<file path="src/rtl/pin_monitor_pkg.sv">
// pin_monitor_pkg: shared constants and event record layout helpers for the pin monitor
package pin_monitor_pkg;

    localparam int ARM_CYCLES = 3;
    localparam int TIME_LSB   = 0;

    function automatic int state_lsb(input int ts_w);
        return ts_w;
    endfunction

    function automatic int mask_lsb(input int width, input int ts_w);
        return ts_w + width;
    endfunction

endpackage

</file>
<file path="src/rtl/pin_monitor_sync_fifo.sv">
// sync_fifo: first-word fall-through FIFO with extra-MSB pointers
module sync_fifo #(
    parameter int WIDTH = 8,
    parameter int DEPTH = 8
) (
    input  logic             clk,
    input  logic             rst,
    input  logic             wr_en,
    input  logic [WIDTH-1:0] wr_data,
    output logic             full,
    input  logic             rd_en,
    output logic [WIDTH-1:0] rd_data,
    output logic             empty
);

    localparam int AW = $clog2(DEPTH);

    logic [AW:0]      wp, rp;
    logic [WIDTH-1:0] mem [DEPTH];
    logic             do_rd, do_wr;

    assign empty   = wp == rp;
    assign full    = (wp[AW] != rp[AW]) && (wp[AW-1:0] == rp[AW-1:0]);
    assign do_rd   = rd_en && !empty;
    assign do_wr   = wr_en && (!full || do_rd);
    assign rd_data = mem[rp[AW-1:0]];

    // storage: data needs no reset, emptiness is carried by the pointers
    always_ff @(posedge clk) begin
        if (do_wr) mem[wp[AW-1:0]] <= wr_data;
    end

    // pointers: a pop on a full FIFO frees the slot the same-cycle push lands in
    always_ff @(posedge clk or posedge rst) begin
        if (rst) begin
            wp <= '0;
            rp <= '0;
        end else begin
            if (do_wr) wp <= wp + 1'b1;
            if (do_rd) rp <= rp + 1'b1;
        end
    end

endmodule

</file>
<file path="src/rtl/pin_monitor.sv">
// pin_monitor: synchronises input pins, timestamps every change and queues it as an event
module pin_monitor
    import pin_monitor_pkg::*;
#(
    parameter int WIDTH = 64,
    parameter int DEPTH = 8,
    parameter int TS_W  = 16
) (
    input  logic             clk,
    input  logic             rst,
    input  logic [WIDTH-1:0] input_pins,
    input  logic             event_ready,
    input  logic             clear_overflow,
    output logic             event_valid,
    output logic [WIDTH-1:0] event_mask,
    output logic [WIDTH-1:0] event_state,
    output logic [TS_W-1:0]  event_time,
    output logic             overflow,
    output logic [WIDTH-1:0] current_pins
);

    localparam int EW  = 2 * WIDTH + TS_W;
    localparam int MSB = mask_lsb(WIDTH, TS_W);
    localparam int SSB = state_lsb(TS_W);

    logic [WIDTH-1:0] s1, s2, prev, chg;
    logic [TS_W-1:0]  ts;
    logic [1:0]       arm;
    logic             armed, push, pop, full, empty;
    logic [EW-1:0]    wr_data, rd_data;

    assign chg          = s2 ^ prev;
    assign armed        = arm == 2'(ARM_CYCLES);
    assign push         = armed && |chg;
    assign pop          = event_valid && event_ready;
    assign wr_data      = {chg, s2, ts};
    assign event_valid  = !empty;
    assign event_mask   = event_valid ? rd_data[MSB +: WIDTH] : '0;
    assign event_state  = event_valid ? rd_data[SSB +: WIDTH] : '0;
    assign event_time   = event_valid ? rd_data[TIME_LSB +: TS_W] : '0;
    assign current_pins = s2;

    sync_fifo #(.WIDTH(EW), .DEPTH(DEPTH)) u_fifo (
        .clk     (clk),
        .rst     (rst),
        .wr_en   (push),
        .wr_data (wr_data),
        .full    (full),
        .rd_en   (event_ready),
        .rd_data (rd_data),
        .empty   (empty)
    );

    // sync chain, change history, timestamp, arming and sticky overflow (set beats clear)
    always_ff @(posedge clk or posedge rst) begin
        if (rst) begin
            s1       <= '0;
            s2       <= '0;
            prev     <= '0;
            ts       <= '0;
            arm      <= '0;
            overflow <= 1'b0;
        end else begin
            s1       <= input_pins;
            s2       <= s1;
            prev     <= s2;
            ts       <= ts + 1'b1;
            arm      <= armed ? arm : arm + 1'b1;
            overflow <= (push && full && !pop) ? 1'b1 : clear_overflow ? 1'b0 : overflow;
        end
    end

endmodule
</file>
<file path="config.mk">
export PLATFORM = sky130hd
export DESIGN_NAME = pin_monitor
export DESIGN_NICKNAME = d
export VERILOG_FILES = /design/src/rtl/pin_monitor_pkg.sv /design/src/rtl/pin_monitor_sync_fifo.sv /design/src/rtl/pin_monitor.sv
export SDC_FILE = /design/constraint.sdc
export NUM_CORES = 1
export LEC_CHECK = 0
export ABC_AREA = 1
export BUFFER_PORTS_ARGS = -buffer_cell sky130_fd_sc_hd__buf_4
export CAP_MARGIN = 0
export CORE_MARGIN = 8
export CORE_UTILIZATION = 35
export DETAILED_ROUTE_END_ITERATION = 8
export SETUP_SLACK_MARGIN = 0.2
export SLEW_MARGIN = 30
export SYNTH_ARGS = -nofsm -noshare
export SYNTH_HDL_FRONTEND = slang
export SYNTH_SLANG_ARGS = --single-unit
</file>
<file path="constraint.sdc">
create_clock -name clk -period 11.8 [get_ports clk]
set_input_delay 0.59 -clock clk [delete_from_list [all_inputs] [get_ports clk]]
set_output_delay 0.59 -clock clk [all_outputs]
set_load 0.02 [all_outputs]
</file>
==> flow_summary.toml <==
[status]
status = "completed"

[detailed_routing]
total_vias_in_the_final_route = 31600
drt_first_pass_iters = 6
postRouteAntennaNets = 0
detail_route.iter0.violations = 3332
drt_wl_total_um = 138000
detail_route.wl_per_cell_um = 22.1
vias_per_cell = 5.08
remaining_drc_errors = 0

[setup_path]
ff2ff_path_depth = 13
path_buf_inv = 5
regToRegStartpoint = "current_pins[42]"
critPathSlowestCell = "dfrtp_4"
path_cells = "inv_16, buf_12, buf_16, buf_6, o21ai_0, o22ai_1, o21ai_0, a31oi_1, buf_4"
path_max_fanout = 179
worst_ep_arrival_time_ns = 5.06
worst-setup-path-type = "reg -> out"
cp_top_family = "buffers and inverters"
path_depth = 9
worst_setup_path_start_kind = "flop"
setup.worst_path.start = "u_fifo.rp[0]"
endpoint_kind = "output pin"
crit_path_frequent_cell = "o21ai_0"
slowest_delay_ns = 0.73
critPathRequiredTime_ns = 11.21

[timing]
timing.setup.tns_ns = 0
report.final.hold_viol_count = 0
slew-limit-headroom = 0.345
drv_slew = 0
report.final.setup_viol = 0
grt_setup_unrepaired = "false"
final.setup_skew_ns = 0.0307
clock.fmax_mhz = 177
post-route-worst-setup-slack_ns = 6.15
finalCriticalPeriod_ns = 5.65
pin_slew_with_the_least_headroom_to_its_limit_ns = 0.980
period_share = 0.479

[synthesis]
netlist.area_leader.share = 0.669
synth_seq_area_share = 0.775
netlist_instances = 3898
synth_cell_type_count = 28
synth_top_cells_by_area = "edfxtp_1 67%, dfrtp_1 11%, nor2_1 7.3%"
synthesis.nets = 3970
post_synth_instance_area_mm2 = 0.0517
synth_area_leader_cell = "edfxtp_1"
number_of_synthesized_register_bits = 1371
synth_area_per_cell_um2 = 13.3
ys.warnings.count = 0

[grt]
grt_usage = 0.165
grt_pass1_wl_um = 204000
grt_pass1_vias = 30800
grt_antenna_before_repair = 6
grt_start_max_net_pins = 229
grt-ovfl-total = 0

[hold_path]
hold_path_startpoint = "event_ready"
hold_critical_path_depth = 3
worst_hold_path_type = "in -> reg"

[clocking]
cts-resized-gates = 0
cts_setup_buffers = 0
cts.root.buffer_cell = "clkbuf_16"
tritoncts = "done"
bufs_on_longest_clock_path = 3
clock_latency_ns = 0.76
numCtsBuffers = 136
ctsHtreeMaxLevel = 4
cts.sink_count = 1371
clkSlewWorstSetupHoldPaths_ns = 0.06
number_of_hold_buffers_added_after_cts = 66

[finish]
layout-area-overhead-vs-synth_pct = 17.8
antenna_cells = 0
final_layout_size_suffix_gt1_frac = 0.127
finalNonFillerCells = 6227
nets = 4256

[floorplanning]
die_height_um = 400
core_region_area_mm2 = 0.147
fp.dieArea_mm2 = 0.160
die_w_um = 400
rows = 141
start_util = 0.351
io_pins = 278

[placement]
port_buffers = 277
hpwlAfterDp_um = 75600
dp_cells = 5908
dp_slack_ns = 6.48
gp_congestion = 0.748

[run]
timing.max_cap.violations = 0

[pwr]
leak_pwr_uw = 0.0213
power_density_mw_per_mm2 = 298
vdd_ir_drop_max_uv = 207
-- kinds of logic (layout without fill, tap and decap cells) --
group,count (synthesis),count (layout),synth area share
buffers and inverters,326,725,0.0289
adders and majority gates,4,4,0.000968
and+or+nand+nor,1155,1155,0.0851
DFF,1371,1371,0.775
xor gates and xnor gates,31,31,0.00525
AOI/OAI and AO/OA,1010,1010,0.105
muxes,1,1,0.000218
-- path summary, 6_finish.rpt --
kind / end / slack (ns)
max reg2reg: u_fifo.mem[4][137] / 6.51
min in group asynchronous: current_pins[20] / 0.45
min reg2reg: current_pins[37] / 0.33
max: event_mask[37] / 6.15
max in group asynchronous: s1[60] / 10.13
min: u_fifo.rp[0] / 0.17
-- Yosys cell counts --
| cell | instances |
|---|---|
| inv_4 | 1 |
| xor2_1 | 22 |
| nor2_2 | 1 |
| nand2_1 | 120 |
| nand3_1 | 11 |
| edfxtp_1 | 1152 |
| nand4_1 | 7 |
| ha_1 | 4 |
| xnor2_1 | 9 |
| buf_6 | 16 |
| inv_1 | 81 |
| clkbuf_1 | 154 |
| buf_4 | 17 |
| dfrtp_1 | 219 |
| nor3_2 | 1 |
| a31oi_1 | 144 |
| nor3b_2 | 1 |
| mux2_2 | 1 |
| nand2_2 | 1 |
| buf_2 | 53 |
| nor3_1 | 2 |
| nand3b_1 | 3 |
| o21ai_0 | 695 |
| buf_12 | 1 |
| nor2_1 | 1008 |
| o21ai_1 | 27 |
| o22ai_1 | 144 |
| buf_1 | 3 |
-- where the power goes --
group	internal [µW]	switching, µW
clock network	2600	1800
logic	1900	4990
registers	6570	310
total	11100	7100
-- registers in the layout (all words and copies together) (netlist names) --
register and count:
arm 2, current_pins 64, overflow 1, prev 64, s1 64, ts 16, u_fifo.mem 1152, u_fifo.rp 4
u_fifo.wp 4
-- routing by layer --
metal | up-vias | GRT usage | wire (µm)
met5 | - | 0 | 0
met4 | 0 | 0.0474 | 3350
met3 | 189 | 0.0323 | 8210
met2 | 943 | 0.264 | 64900
met1 | 15900 | 0.230 | 61200
li1 | 14600 | - | -
-- layout by cell type (no fill, tap or decap), types with 3 or more instances in the layout --
cell type	netlist	final
edfxtp_1	1152	1152
nor2_1	1008	1000
o21ai_0	695	695
buf_4	17	307
dfrtp_1	219	217
o22ai_1	144	144
a31oi_1	144	144
clkbuf_16	0	141
nand2_1	120	119
inv_1	81	78
dlygate4sd3_1	0	66
clkbuf_1	154	37
o21ai_1	27	27
xor2_1	22	22
clkinv_2	0	18
bufinv_16	0	15
clkinv_1	0	13
nand3_1	11	11
buf_6	16	11
clkbuf_8	0	10
xnor2_1	9	9
nor2_4	0	8
inv_6	0	8
nand4_1	7	7
clkinvlp_4	0	5
inv_8	0	4
ha_1	4	4
buf_16	0	4
buf_12	1	4
nand3b_1	3	3
-- through the flow --
| step | hold slack [ns] | power [µW] | utilization | cell area (µm²) |
|---|---|---|---|---|
| after floorplan | 0.331 | 11100 | - | 51700 |
| after global placement | 0.332 | 13900 | 0.377 | 55500 |
| after detailed placement | 0.335 | 14000 | 0.378 | 55600 |
| after CTS | 0.116 | 18400 | 0.413 | 60800 |
| after global routing | 0.134 | 19100 | 0.413 | 60900 |
| final | 0.174 | 18200 | 0.413 | 60900 |
-- worst register-to-register path, cell delays in order, from the launching register on --
cell     delay [ns]
dfrtp_1        0.51
nand2_1        0.13
inv_1          0.04
nor2_1         0.66
nor2_1         0.14
nand2_1        0.09
nor2_1         0.04
nand2_1        0.05
nor2_1         0.08
nand2_1        0.18
nand3_1        0.69
nor2_4         0.88
buf_4          0.70
buf_4          0.66
-- cell type report --
type,count,area [µm²]
fillers,13400,86400
flip-flops and latches,1371,40100
multi-input cells,2201,10200
clock buffers,188,3800
repair buffers,392,3280
well taps,1930,2410
clock inverters,63,749
inverters,82,347
No activity file was read; power rests on OpenSTA's default activity.
